<file path="src/rtl/turn_scheduler.sv">
// turn_scheduler: synchronizes six player buttons, issues the current player's move over valid/ready, applies the verdict and rotates turns among survivors; define TURN_TIMEOUT_EN to force a zero-valued move after TIMEOUT_CYCLES idle cycles
module turn_scheduler #(
  parameter int SYNC_STAGES    = 2,
  parameter int TIMEOUT_CYCLES = 1024
) (
  input  logic        clk,
  input  logic        reset,
  input  logic [5:0]  player_btn,
  input  logic [17:0] player_val,
  output logic        move_valid,
  output logic [2:0]  move_player,
  output logic [2:0]  move_value,
  input  logic        move_ready,
  input  logic        result_valid,
  input  logic        result_lose,
  output logic [5:0]  active_mask,
  output logic [2:0]  cur_player,
  output logic [3:0]  state_out,
  output logic        game_over,
  output logic [2:0]  winner
);
  typedef enum logic [2:0] {WAIT_PRESS, ISSUE, RESOLVE, ADVANCE, DONE} state_t;
  state_t      state, state_n;
  logic [5:0]  sync_q [SYNC_STAGES];
  logic [5:0]  hist, press, mask_n;
  logic [2:0]  pidx, mpidx, cur_n, move_player_n, move_value_n, loser, loser_n, winner_n;
  logic [4:0]  voff;
  logic [3:0]  state_out_n;
  logic        move_valid_n, game_over_n;
  if (SYNC_STAGES < 2 || TIMEOUT_CYCLES < 2) begin : g_bad_params
    $error("turn_scheduler: SYNC_STAGES and TIMEOUT_CYCLES must be at least 2");
  end
  assign pidx  = cur_player - 3'd1;
  assign mpidx = move_player - 3'd1;
  assign voff  = {2'b00, pidx} + {1'b0, pidx, 1'b0};
  assign press = sync_q[SYNC_STAGES-1] & ~hist;
  function automatic logic [2:0] next_player(input logic [2:0] cur, input logic [5:0] m);
    logic [2:0] r;
    logic [2:0] c;
    r = cur;
    for (int i = 5; i >= 1; i--) begin
      c = 3'((int'(cur) + i - 1) % 6);
      if (m[c]) r = c + 3'd1;
    end
    return r;
  endfunction
  function automatic logic [2:0] sole_player(input logic [5:0] m);
    logic [2:0] w;
    w = 3'd0;
    for (int i = 0; i < 6; i++) if (m[i]) w = 3'(i + 1);
    return w;
  endfunction
`ifdef TURN_TIMEOUT_EN
  localparam int TW = $clog2(TIMEOUT_CYCLES);
  logic [TW-1:0] timer;
  logic          expired;
  assign expired = timer == TW'(TIMEOUT_CYCLES - 1);
  // idle counter runs only while staying in WAIT_PRESS, so it restarts at zero on every entry
  always_ff @(posedge clk) begin
    if (reset) timer <= '0;
    else timer <= (state == WAIT_PRESS && state_n == WAIT_PRESS) ? timer + 1'b1 : '0;
  end
`else
  logic expired;
  assign expired = 1'b0;
`endif
  // button synchronizer chain plus one history stage for press-edge detection
  always_ff @(posedge clk) begin
    if (reset) begin
      for (int s = 0; s < SYNC_STAGES; s++) sync_q[s] <= '0;
      hist <= '0;
    end else begin
      sync_q[0] <= player_btn;
      for (int s = 1; s < SYNC_STAGES; s++) sync_q[s] <= sync_q[s-1];
      hist <= sync_q[SYNC_STAGES-1];
    end
  end
  // next-state and next-output computation; every output is registered below
  always_comb begin
    state_n       = state;
    move_valid_n  = move_valid;
    move_player_n = move_player;
    move_value_n  = move_value;
    mask_n        = active_mask;
    cur_n         = cur_player;
    loser_n       = loser;
    case (state)
      WAIT_PRESS: if (press[pidx] || expired) begin
        move_valid_n  = 1'b1;
        move_player_n = cur_player;
        move_value_n  = press[pidx] ? player_val[voff +: 3] : 3'd0;
        state_n       = ISSUE;
      end
      ISSUE: if (move_ready) begin
        move_valid_n = 1'b0;
        state_n      = RESOLVE;
      end
      RESOLVE: if (result_valid) begin
        if (result_lose) begin
          mask_n  = active_mask & ~(6'b1 << mpidx);
          loser_n = move_player;
        end
        state_n = (result_lose && $countones(mask_n) == 1) ? DONE : ADVANCE;
      end
      ADVANCE: begin
        cur_n   = next_player(cur_player, active_mask);
        state_n = WAIT_PRESS;
      end
      default: ;
    endcase
    game_over_n = state_n == DONE;
    winner_n    = game_over_n ? sole_player(mask_n) : 3'd0;
    state_out_n = game_over_n ? {1'b1, loser_n} : {1'b0, cur_n};
  end
  // state and output registers
  always_ff @(posedge clk) begin
    if (reset) begin
      state       <= WAIT_PRESS;
      move_valid  <= 1'b0;
      move_player <= 3'd0;
      move_value  <= 3'd0;
      active_mask <= 6'b111111;
      cur_player  <= 3'd1;
      loser       <= 3'd0;
      game_over   <= 1'b0;
      winner      <= 3'd0;
      state_out   <= 4'b0001;
    end else begin
      state       <= state_n;
      move_valid  <= move_valid_n;
      move_player <= move_player_n;
      move_value  <= move_value_n;
      active_mask <= mask_n;
      cur_player  <= cur_n;
      loser       <= loser_n;
      game_over   <= game_over_n;
      winner      <= winner_n;
      state_out   <= state_out_n;
    end
  end
endmodule

</file>
<file path="config.mk">
export PLATFORM = sky130hd
export DESIGN_NAME = turn_scheduler
export DESIGN_NICKNAME = d
export VERILOG_FILES = /design/src/rtl/turn_scheduler.sv
export SDC_FILE = /design/constraint.sdc
export NUM_CORES = 1
export LEC_CHECK = 0
export CAP_MARGIN = 20
export CORE_ASPECT_RATIO = 0.75
export CORE_MARGIN = 3
export CORE_UTILIZATION = 55
export CTS_BUF_LIST = sky130_fd_sc_hd__clkbuf_2 sky130_fd_sc_hd__clkbuf_4 sky130_fd_sc_hd__clkbuf_8
export CTS_CLUSTER_DIAMETER = 200
export CTS_CLUSTER_SIZE = 16
export DETAILED_ROUTE_END_ITERATION = 12
export PLACE_DENSITY = 0.79
export SYNTH_ARGS = -nofsm -noshare
export SYNTH_HDL_FRONTEND = slang
export SYNTH_SLANG_ARGS = --single-unit
export TNS_END_PERCENT = 10
</file>
<file path="constraint.sdc">
create_clock -name clk -period 5.45 [get_ports clk]
set_clock_uncertainty 0.1 [all_clocks]
set_input_delay 1.09 -clock clk [delete_from_list [all_inputs] [get_ports clk]]
set_output_delay 1.09 -clock clk [all_outputs]
set_load 0.05 [all_outputs]
</file>
Word level (Yosys, flattened, before mapping). Memories as Yosys holds them, arrays and structs flattened. Index checks and enable logic that the tools add are counted.

Add/subtract/negate cells: 23. Divide/modulo/power cells: 5. $lt $le $gt $ge: 6. Equality and inequality tests: 7. Shifts and indexed selects: 2. Muxes and demuxes: 46. Bitwise operators: 7. Reduce and logical (&&, ||, !) cells: 7.

Operator list (number): $mod A32 B4 Y32 const B (5); $mux W3 (18); $mux W6 (7); $sub A4 B1 Y5 const B (5); $lt A3 B4 Y1 const B (6); $bmux W1 S3 (6); $shiftx A18 B6 Y3 (1); $add A3 B1 Y3 const B (5); $and A6 B6 Y6 (2); $mux W1 (12); $not A6 Y6 (2); $pmux W3 S4 (1); $add A3 B2 Y4 const B (2); $add A3 B3 Y4 const B (2); $add A1 B1 Y2 (3); $eq A3 B2 Y1 const B (2); $shl A1 B3 Y6 const A (1); $sub A3 B1 Y3 const B (2); $add A3 B4 Y5 (1); $add A3 B1 Y4 const B (1); $add A3 B2 Y4 (1); $eq A4 B1 Y1 const B (1); $mux W4 (1); $ne A2 B2 Y1 const B (2); other kinds (13) (14).

Register bits: 36. Bits in writable memories: 12. Word-level logic and storage cells: 116. Memories: 1.

Memory list: sync_q (depth 2, bits a word 6, read ports 2, clocked after memory_dff 0, wr ports 2, RTL line 24) `logic [5:0] sync_q [SYNC_STAGES];`.

Depth between registers and ports, before layout.
Depth in word-level cells: 18. Gate-level depth with buffers: 21. Depth with buffers taken out: 17.

Worst setup path before layout. Ideal clock, no wire load.

Path type: register to register. From: register cur_player[0]. To: register state_out[1]. Library setup time: 0.123 ns. Data arrival time: 4.675 ns. Data required time: 5.227 ns. Setup slack: 0.551 ns. Cell stages (with the launch flop): 20. Buffers on the path: 4. Cells stage by stage: dfxtp_1 buf_2 buf_2 buf_2 buf_1 inv_1 ha_1 xor2_2 inv_1 ha_1 nand2b_1 nor2_2 mux2i_2 a311oi_4 inv_2 ha_1 o31ai_1 a211o_1 a211oi_2 mux2_1.

Cells in the longest elaborated chain, start to end: 12.

RTL lines: start: declaration (RTL line 17) `output logic [2:0] cur_player,`; start signal: assignment (RTL line 134) `cur_player <= cur_n;`; $add A3 B3 Y4 (RTL line 42) `c = 3'((int'(cur) + i - 1) % 6);`; $sub A4 B1 Y5 (RTL line 42); $mod A32 B4 Y32 (RTL line 42); $bmux W1 S3 (RTL line 43) `if (m[c]) r = c + 3'd1;`; $mux W1 (not written as such) (RTL line 43); $mux W3 (5 in series) (RTL line 43); $mux W3 (RTL line 87) `case (state)`; $mux W4 (*) (RTL line 113) `state_out_n = game_over_n ? {1'b1, loser_n} : {1'b0, cur_n};`; end signal: assignment (RTL line 138) `state_out <= state_out_n;`; end: declaration (RTL line 18) `output logic [3:0] state_out,`.

Every way passes the cells marked *; elsewhere a longest branch is shown, timed or not. The select of a mux whose other input is x is not followed. A chain may end at the register's enable or synchronous reset.

Worst setup path after layout.
From: input result_lose. To: register state_out[1].

Cells in the longest elaborated chain, start to end: 13.

RTL lines: start: declaration (RTL line 15) `input logic result_lose,`; $mux W6 (RTL line 99) `if (result_lose) begin`; $mux W6 (RTL line 98) `RESOLVE: if (result_valid) begin`; $mux W6 (RTL line 87); $add A1 B1 Y2 (not written as such) (RTL line 103) `state_n = (result_lose && $countones(mask_n) == 1) ? DONE : ADVANCE;`; $add A2 B2 Y3 (not written as such) (RTL line 103); $add A3 B2 Y4 (not written as such) (RTL line 103); $eq A4 B1 Y1 (RTL line 103); $logic_and A1 B1 Y1 (RTL line 103); $mux W3 (RTL line 103); $mux W3 (RTL line 98); $pmux W3 S4 (RTL line 87); $eq A3 B3 Y1 (RTL line 111) `game_over_n = state_n == DONE;`; $mux W4 (*) (RTL line 113).

Marks and branches as above.

==> reports/summary.txt <==
Status - finished clean
Setup_tns - 0 ns
Detailed Routing Iterations Pass 1 - 4
Gr ovfl total - 0
Die area - 6980 sq um
First-pass GRT wire length - 12,700 microns
CTS max path bufs - 2
Critical Path Fanout Max - 6
Setup CP Type - in2reg
Fmax achieved - 196 MHz
Worst IR drop on VDD - 124 uV
Asr flop ratio synth - 0
Die Y - 73.1 microns
TritonCTS Buffers - 5
Yosys top cell area share - 0.285
Final setup vio count - 0
Synth Area per Inst - 9.25 sq um
CP required - 5.55 ns
Critical path's slowest cell - clkdlybuf4s50_1
Dpl cells - 471
Synth Warn # - 0
Post-Synthesis Cells - 357
Largest net degree at the start of global routing - 42
Final wirelength - 7490 microns
IO Port Bufs - 52
Synth area leaders - dfxtp_1 (29%), mux4_2 (11%), ha_1 (8.0%)
Hpwl dp - 5730 microns
Crit path buffers/inverters - 3
Rel. slew slack - 0.613
Root buffer cell - clkbuf_8
Sequential area share after synthesis - 0.285
Final worst slack - 0.337 ns
EDFF count, synth - 0
Post-Syn Nets - 411
Wire per inst - 15.6 microns
CP arrival - 5.21 ns
Clock Latency Late Sink - 0.31 ns
Layout cell share with drive strength beyond 1 - 0.126
# fillers - 440
Pre-CTS WS - 0.0304 ns
Tmin final - 5.11 ns
Final Max Tran Viols - 0
Core ar. - 5550 sq um
Gr usage total - 0.231
R2R Setup Slk - 0.98 ns
Die X-Extent - 95.5 microns
Yosys reg bits - 47
Max cap viols - 0
Final Cycle Share - 0.938
DRT iter0 DRCs - 183
Most used cell, CP - fa_1
Setup bufs post-CTS - 0
Antenna Nets Post-Route - 0
Residual DRC - 0
Hold Crit Class - reg2reg
Startpoint Class - primary input
Largest area contributor in the netlist - dfxtp_1
Lkg Pwr - 0.00156 uW
CTS clock-pin slew for the worst setup and hold paths - 0.10 ns
Max stage delay on crit path - 0.54 ns
Count leader, synth - dfxtp_1
TritonCTS clock tree - done
Vias per cell - 5.87
Delay-heaviest family, CP - adder cells
Pwr/cell area - 169 nW/um^2
CTS Hold Bufs - 0
Nets - 457
Post-Syn Area - 3300 sq um
Post-CTS Resized - 0
P&R area growth vs syn - 20.1%
Io pins - 53
Final hold violations - 0
RSZ-0062 raised after global routing - no
ANT cells - 0
Worst slew pin tran - 0.564 ns
Num Clock Sinks - 47
Vias in the first global route - 2,662
Worst Setup End Kind - flop
H-tree depth - 2
Crit path cell chain - clkdlybuf4s50_1, nand2_1, o31ai_1, fa_1, fa_1, inv_1, ha_1, inv_1, fa_1, and4_1, a21oi_1, o21ai_0, and4_4, nor2b_4, mux2_1
FP Rows - 23
Vias post-DR - 2,814
Initial Util - 0.594
Netlist cell types - 71
Most used DFF post-synth - dfxtp_1
Antenna violations before repair - 0
Fin cells - 479
Commonest cells post-synth - dfxtp_1 (47), nand2_1 (28), nor2_1 (26)
GPL Wtd Cong - 0.962
[metrics by stage]
step | total power, uW | cell area [sq um] | utilization | hold WS [ns]
floorplan | 414 | 3300 | - | 0.314
global placement | 448 | 3870 | 0.696 | 0.315
global route | 695 | 3960 | 0.714 | 0.364
finish | 668 | 3960 | 0.714 | 0.353
CTS | 671 | 3960 | 0.714 | 0.356
detailed placement | 451 | 3870 | 0.696 | 0.327
[power breakdown]
group / internal (uW) / switching [uW]
Combinational: 47.7 / 38.6
Clock: 95.1 / 130
Sequential: 352 / 4.77
Total: 495 / 174
[kinds of logic after synthesis]
kind of cell / count (synthesis) / synth area share
AO/OA/AOI/OAI: 74 / 0.160
XOR/XNOR: 9 / 0.0262
adder cells (fa/ha/maj): 25 / 0.104
buffers and inverters: 40 / 0.0485
flip-flops: 47 / 0.285
multiplexers: 33 / 0.163
AND/OR/NAND/NOR: 129 / 0.213
[cell usage in the layout (no fill, tap or decap), types with 4 or more instances in the layout]
cell type / n
inv_1: 18
mux4_2: 16
nor3_1: 6
clkbuf_8: 5
clkdlybuf4s50_1: 52
nand2_1: 28
o21ai_0: 11
nor2_1: 26
mux2i_1: 12
nand2b_1: 6
ha_1: 21
fa_1: 4
and2_1: 4
inv_2: 4
dfxtp_1: 47
a21boi_0: 4
a21oi_1: 21
nor2b_1: 21
nand3_1: 9
xnor2_1: 8
nand3b_1: 5
[layout make-up]
| type | count | area, sq um | area share |
|---|---|---|---|
| Sequential cell | 47 | 941 | 0.237 |
| Clock inverter | 3 | 27.5 | 0.00694 |
| Timing Repair Buffer | 55 | 543 | 0.137 |
| Clock buffer | 5 | 68.8 | 0.0174 |
| Tap cell | 75 | 93.8 | 0.0237 |
| Inverter | 24 | 90.1 | 0.0227 |
| Multi-Input combinational cell | 270 | 2200 | 0.555 |
[layer usage]
metal	routed length (microns)	up-vias	global-route usage
met5	0	-	0
met3	359	5	0.0433
met1	3580	1350	0.325
met2	3500	75	0.372
met4	40	0	0.0489
li1	-	1384	-
[sequential cells by signal, summed over array words and instances (netlist names)]
register and cells:
loser 3, cur_player 3, move_player 3, sync_q 12
hist 6, winner 3, move_valid 1, move_value 3
active_mask 6, state_out 4, state 3
[path summary, 6_finish.rpt]
kind	end	cells past startpoint	startpoint
worst max-delay path	state_out[1]$_SDFF_PP0_	15	result_lose
worst min-delay path	sync_q[0][8]$_SDFF_PP0_	1	sync_q[0][2]$_SDFF_PP0_
worst max register to register	state_out[1]$_SDFF_PP0_	17	cur_player[1]$_SDFF_PP0_
worst min register to register	sync_q[0][8]$_SDFF_PP0_	1	sync_q[0][2]$_SDFF_PP0_
[worst reg2reg max path, delay by kind of cell (launching register included)]
kind | cells | cell delay (ns)
muxes | 2 | 0.31
and+or+nand+nor | 2 | 0.33
adders and majority gates | 3 | 0.94
AOI/OAI and AO/OA | 5 | 1.06
xor gates and xnor gates | 1 | 0.52
DFF | 1 | 0.65
buffers and inverters | 4 | 0.50
No activity file was read; power rests on OpenSTA's default activity.
